File: src/rtl/uart_char_arbiter.sv
// Line-atomic arbiter sharing one uart_tx between two buffered character sources.
// Optional macro ARB_SRC_TAG_EN: prefix every newly granted line with TAG_A / TAG_B.

module uart_char_fifo #(
  parameter int DEPTH = 16
) (
  input  logic                   clk,
  input  logic                   rst_n,
  input  logic [7:0]             wr_char,
  input  logic                   wr_valid,
  input  logic                   rd_pop,
  input  logic                   ovf_clr,
  output logic [7:0]             rd_char,
  output logic                   empty,
  output logic                   ovf,
  output logic [$clog2(DEPTH):0] level
);

  localparam int AW = $clog2(DEPTH);
  localparam int LW = AW + 1;

  logic [7:0]    mem [DEPTH];
  logic [AW-1:0] wr_ptr;
  logic [AW-1:0] rd_ptr;
  logic          full;
  logic          push;
  logic          pop;

  assign full    = (level == LW'(DEPTH));
  assign empty   = (level == '0);
  assign push    = wr_valid && !full;
  assign pop     = rd_pop && !empty;
  assign rd_char = mem[rd_ptr];

  always_ff @(posedge clk) begin
    if (push) mem[wr_ptr] <= wr_char;
  end

  always_ff @(posedge clk or negedge rst_n) begin
    if (!rst_n) begin
      wr_ptr <= '0;
      rd_ptr <= '0;
      level  <= '0;
      ovf    <= 1'b0;
    end else begin
      if (push) wr_ptr <= wr_ptr + AW'(1);
      if (pop)  rd_ptr <= rd_ptr + AW'(1);
      unique case ({push, pop})
        2'b10:   level <= level + LW'(1);
        2'b01:   level <= level - LW'(1);
        default: level <= level;
      endcase
      // a drop at full outranks a simultaneous clear
      if (wr_valid && full) ovf <= 1'b1;
      else if (ovf_clr)     ovf <= 1'b0;
    end
  end

endmodule

module uart_char_arbiter #(
  parameter int         DEPTH        = 16,
  parameter logic [7:0] EOL_CHAR     = 8'h0A,
  parameter int         LOCK_TIMEOUT = 27000,
  parameter int         BSY_TIMEOUT  = 64,
  parameter logic [7:0] TAG_A        = 8'h41,
  parameter logic [7:0] TAG_B        = 8'h42
) (
  input  logic                   clk,
  input  logic                   rst_n,
  input  logic [7:0]             a_char,
  input  logic                   a_valid,
  input  logic [7:0]             b_char,
  input  logic                   b_valid,
  input  logic                   tx_bsy,
  input  logic                   ovf_clr,
  output logic                   send_trig,
  output logic [7:0]             send_data,
  output logic                   a_ovf,
  output logic                   b_ovf,
  output logic [$clog2(DEPTH):0] a_level,
  output logic [$clog2(DEPTH):0] b_level
);

  localparam int   LCW   = $clog2(LOCK_TIMEOUT + 1);
  localparam int   BCW   = $clog2(BSY_TIMEOUT + 1);
  localparam logic SRC_A = 1'b0;
  localparam logic SRC_B = 1'b1;

  typedef enum logic [1:0] {IDLE, SEND, WAIT_HI, WAIT_LO} state_t;

  state_t         state, state_nxt;
  logic           locked, locked_nxt;
  logic           owner, owner_nxt;
  logic           rr_last, rr_last_nxt;
  logic [LCW-1:0] lock_cnt, lock_cnt_nxt;
  logic [BCW-1:0] bsy_cnt, bsy_cnt_nxt;
  logic           trig_nxt;
  logic [7:0]     data_nxt;
  logic [7:0]     char_p0;
  logic           pop_a, pop_b;
  logic [7:0]     a_rd, b_rd;
  logic           a_empty, b_empty;
  logic           grant_src;
  logic           own_ne;
  logic           is_tag;
  logic [7:0]     tag_char;

  uart_char_fifo #(.DEPTH(DEPTH)) u_fifo_a (
    .clk      (clk),
    .rst_n    (rst_n),
    .wr_char  (a_char),
    .wr_valid (a_valid),
    .rd_pop   (pop_a),
    .ovf_clr  (ovf_clr),
    .rd_char  (a_rd),
    .empty    (a_empty),
    .ovf      (a_ovf),
    .level    (a_level)
  );

  uart_char_fifo #(.DEPTH(DEPTH)) u_fifo_b (
    .clk      (clk),
    .rst_n    (rst_n),
    .wr_char  (b_char),
    .wr_valid (b_valid),
    .rd_pop   (pop_b),
    .ovf_clr  (ovf_clr),
    .rd_char  (b_rd),
    .empty    (b_empty),
    .ovf      (b_ovf),
    .level    (b_level)
  );

  // contention goes to the source that did not finish the previous line
  assign grant_src = (!a_empty && !b_empty) ? ~rr_last : !b_empty;
  assign own_ne    = (owner == SRC_B) ? !b_empty : !a_empty;
  assign tag_char  = (owner == SRC_B) ? TAG_B : TAG_A;

`ifdef ARB_SRC_TAG_EN
  logic tag_p0, tag_nxt;

  always_ff @(posedge clk or negedge rst_n) begin
    if (!rst_n) tag_p0 <= 1'b0;
    else        tag_p0 <= tag_nxt;
  end

  assign is_tag = tag_p0;
`else
  assign is_tag = 1'b0;
`endif

  always_comb begin
    state_nxt    = state;
    locked_nxt   = locked;
    owner_nxt    = owner;
    rr_last_nxt  = rr_last;
    lock_cnt_nxt = '0;
    bsy_cnt_nxt  = '0;
    trig_nxt     = 1'b0;
    data_nxt     = send_data;
    pop_a        = 1'b0;
    pop_b        = 1'b0;
`ifdef ARB_SRC_TAG_EN
    tag_nxt      = tag_p0;
`endif
    unique case (state)
      IDLE: begin
        if (!locked) begin
          if ((!a_empty || !b_empty) && !tx_bsy) begin
            locked_nxt = 1'b1;
            owner_nxt  = grant_src;
            state_nxt  = SEND;
`ifdef ARB_SRC_TAG_EN
            tag_nxt    = 1'b1;
`else
            pop_a      = (grant_src == SRC_A);
            pop_b      = (grant_src == SRC_B);
`endif
          end
        end else if (own_ne) begin
          if (!tx_bsy) begin
            pop_a     = (owner == SRC_A);
            pop_b     = (owner == SRC_B);
            state_nxt = SEND;
          end
        end else if (lock_cnt == LCW'(LOCK_TIMEOUT - 1)) begin
          locked_nxt  = 1'b0;
          rr_last_nxt = owner;
        end else begin
          lock_cnt_nxt = lock_cnt + LCW'(1);
        end
      end
      SEND: begin
        if (!tx_bsy) begin
          trig_nxt  = 1'b1;
          data_nxt  = is_tag ? tag_char : char_p0;
          state_nxt = WAIT_HI;
        end
      end
      WAIT_HI: begin
        if (tx_bsy) begin
          state_nxt = WAIT_LO;
        end else if (bsy_cnt == BCW'(BSY_TIMEOUT - 1)) begin
          state_nxt = IDLE;
`ifdef ARB_SRC_TAG_EN
          tag_nxt   = 1'b0;
`endif
        end else begin
          bsy_cnt_nxt = bsy_cnt + BCW'(1);
        end
      end
      WAIT_LO: begin
        if (!tx_bsy) begin
          state_nxt = IDLE;
          if (!is_tag && (send_data == EOL_CHAR)) begin
            locked_nxt  = 1'b0;
            rr_last_nxt = owner;
          end
`ifdef ARB_SRC_TAG_EN
          tag_nxt   = 1'b0;
`endif
        end
      end
      default: state_nxt = IDLE;
    endcase
  end

  // stage p0: popped character held until its SEND slot
  always_ff @(posedge clk) begin
    if (pop_a || pop_b) char_p0 <= pop_b ? b_rd : a_rd;
  end

  // stage p1: registered trigger and data toward uart_tx
  always_ff @(posedge clk or negedge rst_n) begin
    if (!rst_n) begin
      state     <= IDLE;
      locked    <= 1'b0;
      owner     <= SRC_A;
      rr_last   <= SRC_B;
      lock_cnt  <= '0;
      bsy_cnt   <= '0;
      send_trig <= 1'b0;
      send_data <= 8'h00;
    end else begin
      state     <= state_nxt;
      locked    <= locked_nxt;
      owner     <= owner_nxt;
      rr_last   <= rr_last_nxt;
      lock_cnt  <= lock_cnt_nxt;
      bsy_cnt   <= bsy_cnt_nxt;
      send_trig <= trig_nxt;
      send_data <= data_nxt;
    end
  end

endmodule

File: config.mk
export PLATFORM = sky130hd
export DESIGN_NAME = uart_char_arbiter
export DESIGN_NICKNAME = d
export VERILOG_FILES = /design/src/rtl/uart_char_arbiter.sv
export SDC_FILE = /design/constraint.sdc
export NUM_CORES = 1
export LEC_CHECK = 0
export CAP_MARGIN = 30
export CORE_ASPECT_RATIO = 1.1
export CORE_MARGIN = 1.5
export CORE_UTILIZATION = 35
export DETAILED_ROUTE_END_ITERATION = 12
export PLACE_DENSITY = 0.58
export SLEW_MARGIN = 40
export SYNTH_ARGS = -nofsm -noshare
export SYNTH_HDL_FRONTEND = slang
export SYNTH_HIERARCHICAL = 1
export SYNTH_SLANG_ARGS = --single-unit
File: constraint.sdc
create_clock -name clk -period 7.3 [get_ports clk]
set_input_delay 1.825 -clock clk [delete_from_list [all_inputs] [get_ports clk]]
set_output_delay 1.825 -clock clk [all_outputs]
set_load 0.1 [all_outputs]
==> results of run 1 <==
## flip-flops by register name, indices dropped and copies added (netlist names)
name / cells
u_fifo_a/wr_ptr: 4
state: 2
bsy_cnt: 7
u_fifo_a/ovf: 1
u_fifo_a/rd_ptr: 4
locked: 1
u_fifo_a/mem: 128
u_fifo_b/wr_ptr: 4
u_fifo_a/level: 5
rr_last: 1
char_p0: 8
u_fifo_b/level: 5
send_trig: 1
u_fifo_b/ovf: 1
u_fifo_b/rd_ptr: 4
owner: 1
send_data: 8
u_fifo_b/mem: 128
lock_cnt: 15
## through the flow
| stage | hold WS (ps) | power [W] | util | area (um2) |
|---|---|---|---|---|
| finish | 457 | 0.00636 | 0.407 | 15600 |
| global route | 492 | 0.00668 | 0.407 | 15600 |
| CTS | 463 | 0.00642 | 0.407 | 15600 |
| detailed placement | 455 | 0.00467 | 0.378 | 14500 |
| global placement | 450 | 0.00470 | 0.380 | 14500 |
| floorplan | 422 | 0.00416 | - | 13600 |
## placed cells by master (no fill, tap or decap), types with 4 or more instances in the layout
cell type	instances
buf_2	22
nand2_1	40
xor2_1	9
clkdlybuf4s50_1	20
dfrtp_1	59
buf_4	11
o21ai_0	28
a21oi_1	23
edfxtp_1	264
clkinv_1	8
ha_1	20
nand3_1	15
o21ai_1	16
dfrtp_2	4
nor3_1	11
nor2_1	40
nand2b_1	5
clkbuf_1	7
nor4_1	4
nor2_2	11
clkbuf_16	35
mux2_2	18
mux2i_1	51
a221oi_1	16
mux2_1	15
inv_1	20
nand4_1	5
nor2b_1	8
mux4_2	32
xnor2_1	27
clkinv_2	4
a22oi_1	16
## cell type report
cell class                      instances  area, um2  area share
Inverter                               20       75.1     0.00481
Sequential cell                       328       9540       0.612
Clock inverter                         20        205      0.0132
Multi-Input combinational cell        450       3810       0.244
Clock buffer                           43        916      0.0587
Tap cell                              500        626      0.0401
Timing Repair Buffer                   56        427      0.0274
## routing by layer
metal | track usage | vias to the layer above
li1 | - | 3328
met1 | 0.197 | 3613
met2 | 0.221 | 164
met3 | 0.0233 | 52
met4 | 0.0533 | 0
met5 | 0 | -
## logic make-up after synthesis
family / count (synthesis)
compound gates: 111
xor+xnor: 36
mux: 118
buf+inv: 57
simple gates: 163
flops: 328
fa+ha+maj: 22
## final timing paths
path / endpoint / cells past startpoint
worst min-delay path: bsy_cnt[0] / 1
worst min register to register: bsy_cnt[0] / 1
worst max register to register: u_fifo_b/level[4] / 13
min in group asynchronous: u_fifo_b/level[0] / 2
worst max-delay path: u_fifo_b/level[4] / 12
max in group asynchronous: u_fifo_a/rd_ptr[0] / 2
## worst register-to-register path: cells and delay by family (launching register included)
| family | cells | cell delay, ps |
|---|---|---|
| simple gates | 7 | 1760 |
| fa+ha+maj | 2 | 780 |
| compound gates | 2 | 730 |
| flops | 1 | 460 |
| xor+xnor | 1 | 140 |
| buf+inv | 1 | 110 |
## power groups by stage
stage	sequential (W)	clock [W]	combinational (W)
after detailed placement	0.00263	0	0.00204
after floorplan	0.00287	0	0.00129
final	0.00259	0.00174	0.00203
after global placement	0.00262	0	0.00207
after CTS	0.00260	0.00178	0.00204
after global routing	0.00263	0.00186	0.00219
==> results.md, run 1 <==
- The power density over cell area is 408 nW/um2.
- The count of hold-fix buffers inserted at cts is 0.
- The net count of the finished layout is 935.
- The overall routed net length is 27300 um.
- The worst register-to-register path begins at u_fifo_a/level[0].
- The via count of the first global-routing pass is 7230.
- The root buffer cell is clkbuf_16.
- Static timing analysis puts the maximum clock frequency at 201 MHz.
- STA classifies the critical path startpoint as an input port.
- The worst-case IR drop observed on VDD is 0.000324 V.
- For this run, the number of standard cells in the final layout without fillers is 1417.
- CTS saw 328 sinks.
- Counting stages on the worst path, the most repeated cell is nor2b_1.
- CTS built an H-tree with a depth of 2.
- The longest clock path from root to sink contains 3 buffers.
- The cell with the largest stage delay on the worst path is a2111oi_4.
- Each instance of the synthesized netlist takes up on average 16.3 um2.
- Sorting the synthesized cells by how often they occur yields edfxtp_1, dfrtp_1, mux2i_1, nor2_1, nand2_1.
- For this run, design rule violations remaining after detail routing come to 0.
- Of the total synthesized cell area, the portion taken by full adders, half adders and majority gates is 0.0213.
- The number of warning messages in the yosys log is 6.
- The share of total power dissipated in the clock network is 0.273.
- In this run, post-CTS repair resized a total of 0 instances.
- After detailed routing, the number of vias per cell comes to 5.05.
- The sum of met2 wire segment lengths after detailed routing is 12600 um.
- The setup slack of the critical path after layout is 2310 ps.
- The cell with the most instances after synthesis is edfxtp_1.
- In this run the core area contains 75 standard-cell rows.
- The clock slew at the register clock pins of the worst setup and hold paths is 60 ps.
- The leakage power of the design is 5.40 nW.
- By area, the combinational part of the netlist is dominated by multiplexers.
- The final count of hold timing violations is 0.
- The worst pin sits at a relative slew slack of 0.444.
- Across every metal layer, demand over resource in global routing totals 0.141.
- The post-synthesis cell type count is 52.
- At the pin with the least slew margin, the transition time is 830 ps.
- The number of post-CTS setup repair buffers is 0.
- Of the total power, registers draw 0.408.
- For this run, asynchronously set or reset flops after synthesis account for 0.195.
- In this run the vertical extent of the chip is 210 um.
- Subtracting the final worst setup slack from the clock period gives 4990 ps.
- Of the total synthesized cell area, the portion taken by XOR and XNOR cells is 0.0231.
- Setup violations remaining at the end of the flow were counted as 0.
- The final worst-path cycle share is 0.683.
- The pin count of the biggest net entering global routing is 65.
- The detailed router finished its first iteration with 577 violations.
- The share of synthesized area in the top cell type comes to 0.581.
- The internal power is 0.00406 W.
- In this run, synthesis inferred 264 flip-flops with an integrated enable.
- The path class of the tightest hold or removal check is reg -> reg.
- The synthesized area is 13600 um2.
- The beginning of the worst hold path is bsy_cnt[0].
- The number of placed instances, taps included, is 1354.
- The met1 wire length is 12700 um.
- The number of standard cells after synthesis is 835.
- For this run, the leading register cell type out of synthesis is edfxtp_1.
- The number of maximum-capacitance violations is 0.
- The switching fraction of total power is 0.361.
- The standard cell core area is 38300 um2.
- In this run the top signal layer used is met4.
- The simple logic cell fraction of the synthesized area is 0.0600.
- Clock skew on the completed layout was measured at 18.4 ps.
- The number of antenna violations at the first check in global routing was 0.
- The horizontal die dimension is 191 um.
- Broken down by cell family, the worst path's largest delay share belongs to simple AND/OR/NAND/NOR gates.
- The proportion of layout cells with a drive suffix above 1 is 0.174.
- 0 antenna diodes ended up in the layout.
- The per-cell routed wire length is 19.3 um.
- The total via count in the routed design is 7157.
- The final sum of negative setup slack is 0 ps.
- The insertion delay of the later-clocked pin in the worst-skew pair is 530 ps.
- At the end of routability-driven placement, the weighted congestion stood at 0.821.
- In this run the worst setup path begins at tx_bsy.
- The count of state elements after synthesis is 328.
- The largest fanout on the critical path is 9.
- The die footprint is 40200 um2.
- Of the total power, combinational logic draws 0.319.
- The total of fill cells in the finished design is 3488.
- The fraction of the mapped netlist area in compound gates came to 0.0531.
- The worst setup path is captured at a flip-flop.
- The top-level I/O count is 43.
- The total global routing overflow is 0.
- The length of the first detailed-routing pass in iterations is 5.
- The final number of max-transition violations came to 0.
- The HPWL reported at the end of detailed placement is 17400 um.
- The flow ran to the end, and the final reports show no timing, DRC or antenna violations.
- The number of nets in the synthesized netlist is 879.
- The count of input and output buffers is 42.
- For the worst setup path, the data arrival time is 5400 ps.
- The buffers plus inverters on the worst setup path is 2.
- The required time reported for the critical path endpoint is 7710 ps.
- The biggest cell delay along the critical path is 520 ps.
- The first global-routing pass estimated 43000 um of wire.
- Setup repair after global routing left no endpoint under its margin.
- The initial cell density of the core is 0.356.
- The proportion of synthesized area in mux cells is 0.120.
- The post-placement worst setup slack is 1760 ps.
- The sequential area share after synthesis is 0.699.
- The count of antenna-violating nets left after detailed routing is 0.
- The critical path goes through clkdlybuf4s50_1, or3_1, a2111oi_4, nor2b_1, ha_1, inv_1, fa_1, nor2b_1, o21ai_1, nand3_1, or3b_1, xnor2_1.
- From synthesis to final layout, the design area changed by 14.4%.
- Sorting the synthesized cells by area gives the leading types as edfxtp_1, dfrtp_1, mux4_2.
- The critical path is of the in -> reg type.
- For this design the total switching power over the nets is 0.00230 W.
- The clock tree from TritonCTS is built.
- The number of buffers inserted during clock tree synthesis is 35.
- Summed over all instances, the cell type with the most area after synthesis is edfxtp_1.
- The setup check on the worst reg-to-reg path leaves a slack of 3210 ps.
- After detailed routing, the met3 layer carries 1160 um of wire.
(Power assumes the default switching activity.)
==> inputs of run 2 (changes only) <==
clock period = 5.2 ns   (was 7.3 ns; I/O delays follow)
==> run 2 against run 1 <==
Net effect:
- flip-flop and latch count is the same
- core utilization fell by 0.075 points
- total power rose by 39%
- clock power increased by 34%
- first-iteration DRC count down 23%
- final cell count grew 0.14%
- die area unchanged
- worst setup slack got worse by 1100 ps
- cell area down 0.18%
- largest power group unchanged
==> results.md, run 2 (synthesized netlist as in run 1, its figures left out) <==
- The routing usage on met1 is 0.197.
- The finished layout holds 1419 standard cells, fillers aside.
- The count of nets left with antenna violations once routing finished came out at 0.
- The total global routing overflow is 0.
- The pin count of the biggest net entering global routing is 46.
- Broken down by cell family, the worst path's largest delay share belongs to simple AND/OR/NAND/NOR gates.
- Data on the critical path is required at its endpoint by 5600 ps.
- The initial utilization of the core area, before any placement, comes to 0.356.
- The relative area change from synthesis to final layout is 14.1%.
- The number of post-CTS setup repair buffers is 0.
- Row generation in the floorplan step produced 75 rows.
- In this run the worst setup path begins at tx_bsy.
- The final sum of negative setup slack is 0 ps.
- Of the cells placed in the final design, the portion with a size suffix greater than 1 is 0.177.
- The remaining design rule violation count is 0.
- The global-route wire length before repair is 43100 um.
- The largest registers in the layout are u_fifo_a/mem (128), u_fifo_b/mem (128), lock_cnt (15).
- The peak-usage layer in the global routing report is met2.
- The number of nets at the end of the flow is 938.
- Buffers inserted during clock tree synthesis total 34.
- The buffers plus inverters on the worst setup path is 3.
- The horizontal die dimension is 191 um.
- In this run the most critical hold path is launched from bsy_cnt[0].
- The insertion delay of the later-clocked pin in the worst-skew pair is 540 ps.
- The worst min-delay path class is reg -> reg.
- The worst pin sits at a relative slew slack of 0.428.
- The via count of the first global-routing pass is 7048.
- The power density over cell area is 568 nW/um2.
- The number of antenna diodes in the final layout is 0.
- The cell sitting at the root of the clock tree is a clkbuf_16.
- The run finished with clean final reports.
- The count of hold-fix buffers inserted at cts is 0.
- The HPWL reported at the end of detailed placement is 18100 um.
- The die covers 40200 um2.
- The count of buffers added on input and output ports is 42.
- The most numerous cell type found on the critical path is nor2b_1.
- The arrival time of data at the critical path endpoint is 4410 ps.
- At the pin with the least slew margin, the transition time is 855 ps.
- The standard cell core area is 38300 um2.
- In this run the worst path has a maximum fanout of 7.
- The die extent in y is 210 um.
- The number of cells upsized or downsized after cts is 0.
- The met3 routing resource usage after global routing is 0.0233.
- Setup violations remaining at the end of the flow were counted as 0.
- Setup repair after global routing left no endpoint under its margin.
- The analysis attributes to cell leakage a power of 5.39 nW.
- The largest single stage delay on the critical path is 490 ps.
- Across the run, the number of max-cap violations was 0.
- In the layout the commonest cells are edfxtp_1, dfrtp_1, mux2i_1, nand2_1, nor2_1.
- The clock slew at the register clock pins of the worst setup and hold paths is 60 ps.
- The routability congestion estimate is 0.768.
- The total via count in the routed design is 7178.
- The per-cell routed wire length is 19.9 um.
- TritonCTS built the clock tree.
- Summing all non-filler instances in the final layout gives an area of 15600 um2.
- The top-level I/O count is 43.
- The cell with the largest stage delay on the worst path is clkdlybuf4s50_1.
- At the end of the flow the core is filled with cells to 0.407.
- The detailed router finished its first iteration with 443 violations.
- Before CTS, the worst setup slack after placement is 644 ps.
- The number of antenna violations at the first check in global routing is 0.
- The setup slack of the critical path after layout is 1190 ps.
- STA classifies the critical path startpoint as an input port.
- The category of the worst setup path capture point is a flip-flop.
- The clock tree buffer depth is 3.
- The reg-to-reg startpoint is u_fifo_a/level[0].
- Using the TritonRoute via totals, the vias-per-cell ratio works out to 5.06.
- The placed instances occupy a cell area of 14500 um2.
- The final worst-path cycle share is 0.771.
- The first TritonRoute pass finished after 5 iterations.
- The time the worst path needs with I/O delays and setup is 4010 ps.
- The overall routed net length is 28200 um.
- The final number of max-transition violations is 0.
- The critical path goes through clkdlybuf4s50_1, or3_1, a2111oi_4, nor2b_1, buf_4, ha_1, inv_1, fa_1, nor2b_1, o21ai_1, nand3_1, or3b_1, xnor2_1.
- The final count of hold timing violations came to 0.
- Derived from the worst setup path, the maximum achievable clock frequency is 249 MHz.
- Including well taps, the total number of placed cells is 1358.
- For this run, the total global-route usage over all layers was measured as 0.143.
- The peak supply drop is 0.000469 V.
- The number of sinks handled by clock tree synthesis is 328.
- The path type of the worst setup path is in -> reg.
- The worst clock skew is 29.5 ps.
- The number of H-tree levels is 2.
- In the global route stage, met2 resource usage came out at 0.230.
- The most common library cell in the layout ignoring fill and taps is edfxtp_1.
-- run 2: cell count changes in the layout (fill, tap and decap cells not counted), moves of 2 or more --
cell,change
nor2_1,-2
buf_6,-3
buf_4,+7
nor2_2,+2
-- run 2: cell type report --
class                           count  area, um2
Multi-Input combinational cell    450       3810
Fill cell                        3529      22700
Sequential cell                   328       9540
Clock inverter                     19        185
Tap cell                          500        626
Timing Repair Buffer               60        445
Inverter                           20       75.1
Clock buffer                       42        881
-- run 2: metal layers --
layer / routed length, um / share of wire
met1: 12700 / 0.45
met2: 13600 / 0.48
met3: 1190 / 0.042
met4: 716 / 0.025
met5: 0 / 0
-- run 2: final timing paths --
kind                                      end  slack [ps]  cells past startpoint
min in group asynchronous  u_fifo_b/rd_ptr[2]         720                      1
setup / recovery            u_fifo_b/level[4]        1190                     13
setup reg to reg            u_fifo_b/level[4]        1580                     14
hold / removal                     bsy_cnt[0]         460                      1
max in group asynchronous  u_fifo_a/rd_ptr[0]        3470                      2
hold reg to reg                    bsy_cnt[0]         460                      1
-- run 2: through the flow --
step	hold WS, ps	power, W
floorplan	422	0.00584
global placement	448	0.00662
detailed placement	452	0.00658
CTS	460	0.00895
global route	484	0.00928
finish	457	0.00884
-- run 2: where the power goes --
| group | internal (W) | switching, W | total, W |
|---|---|---|---|
| clock | 0.00133 | 0.00101 | 0.00234 |
| sequential | 0.00327 | 0.000489 | 0.00376 |
| combinational | 0.00102 | 0.00172 | 0.00274 |
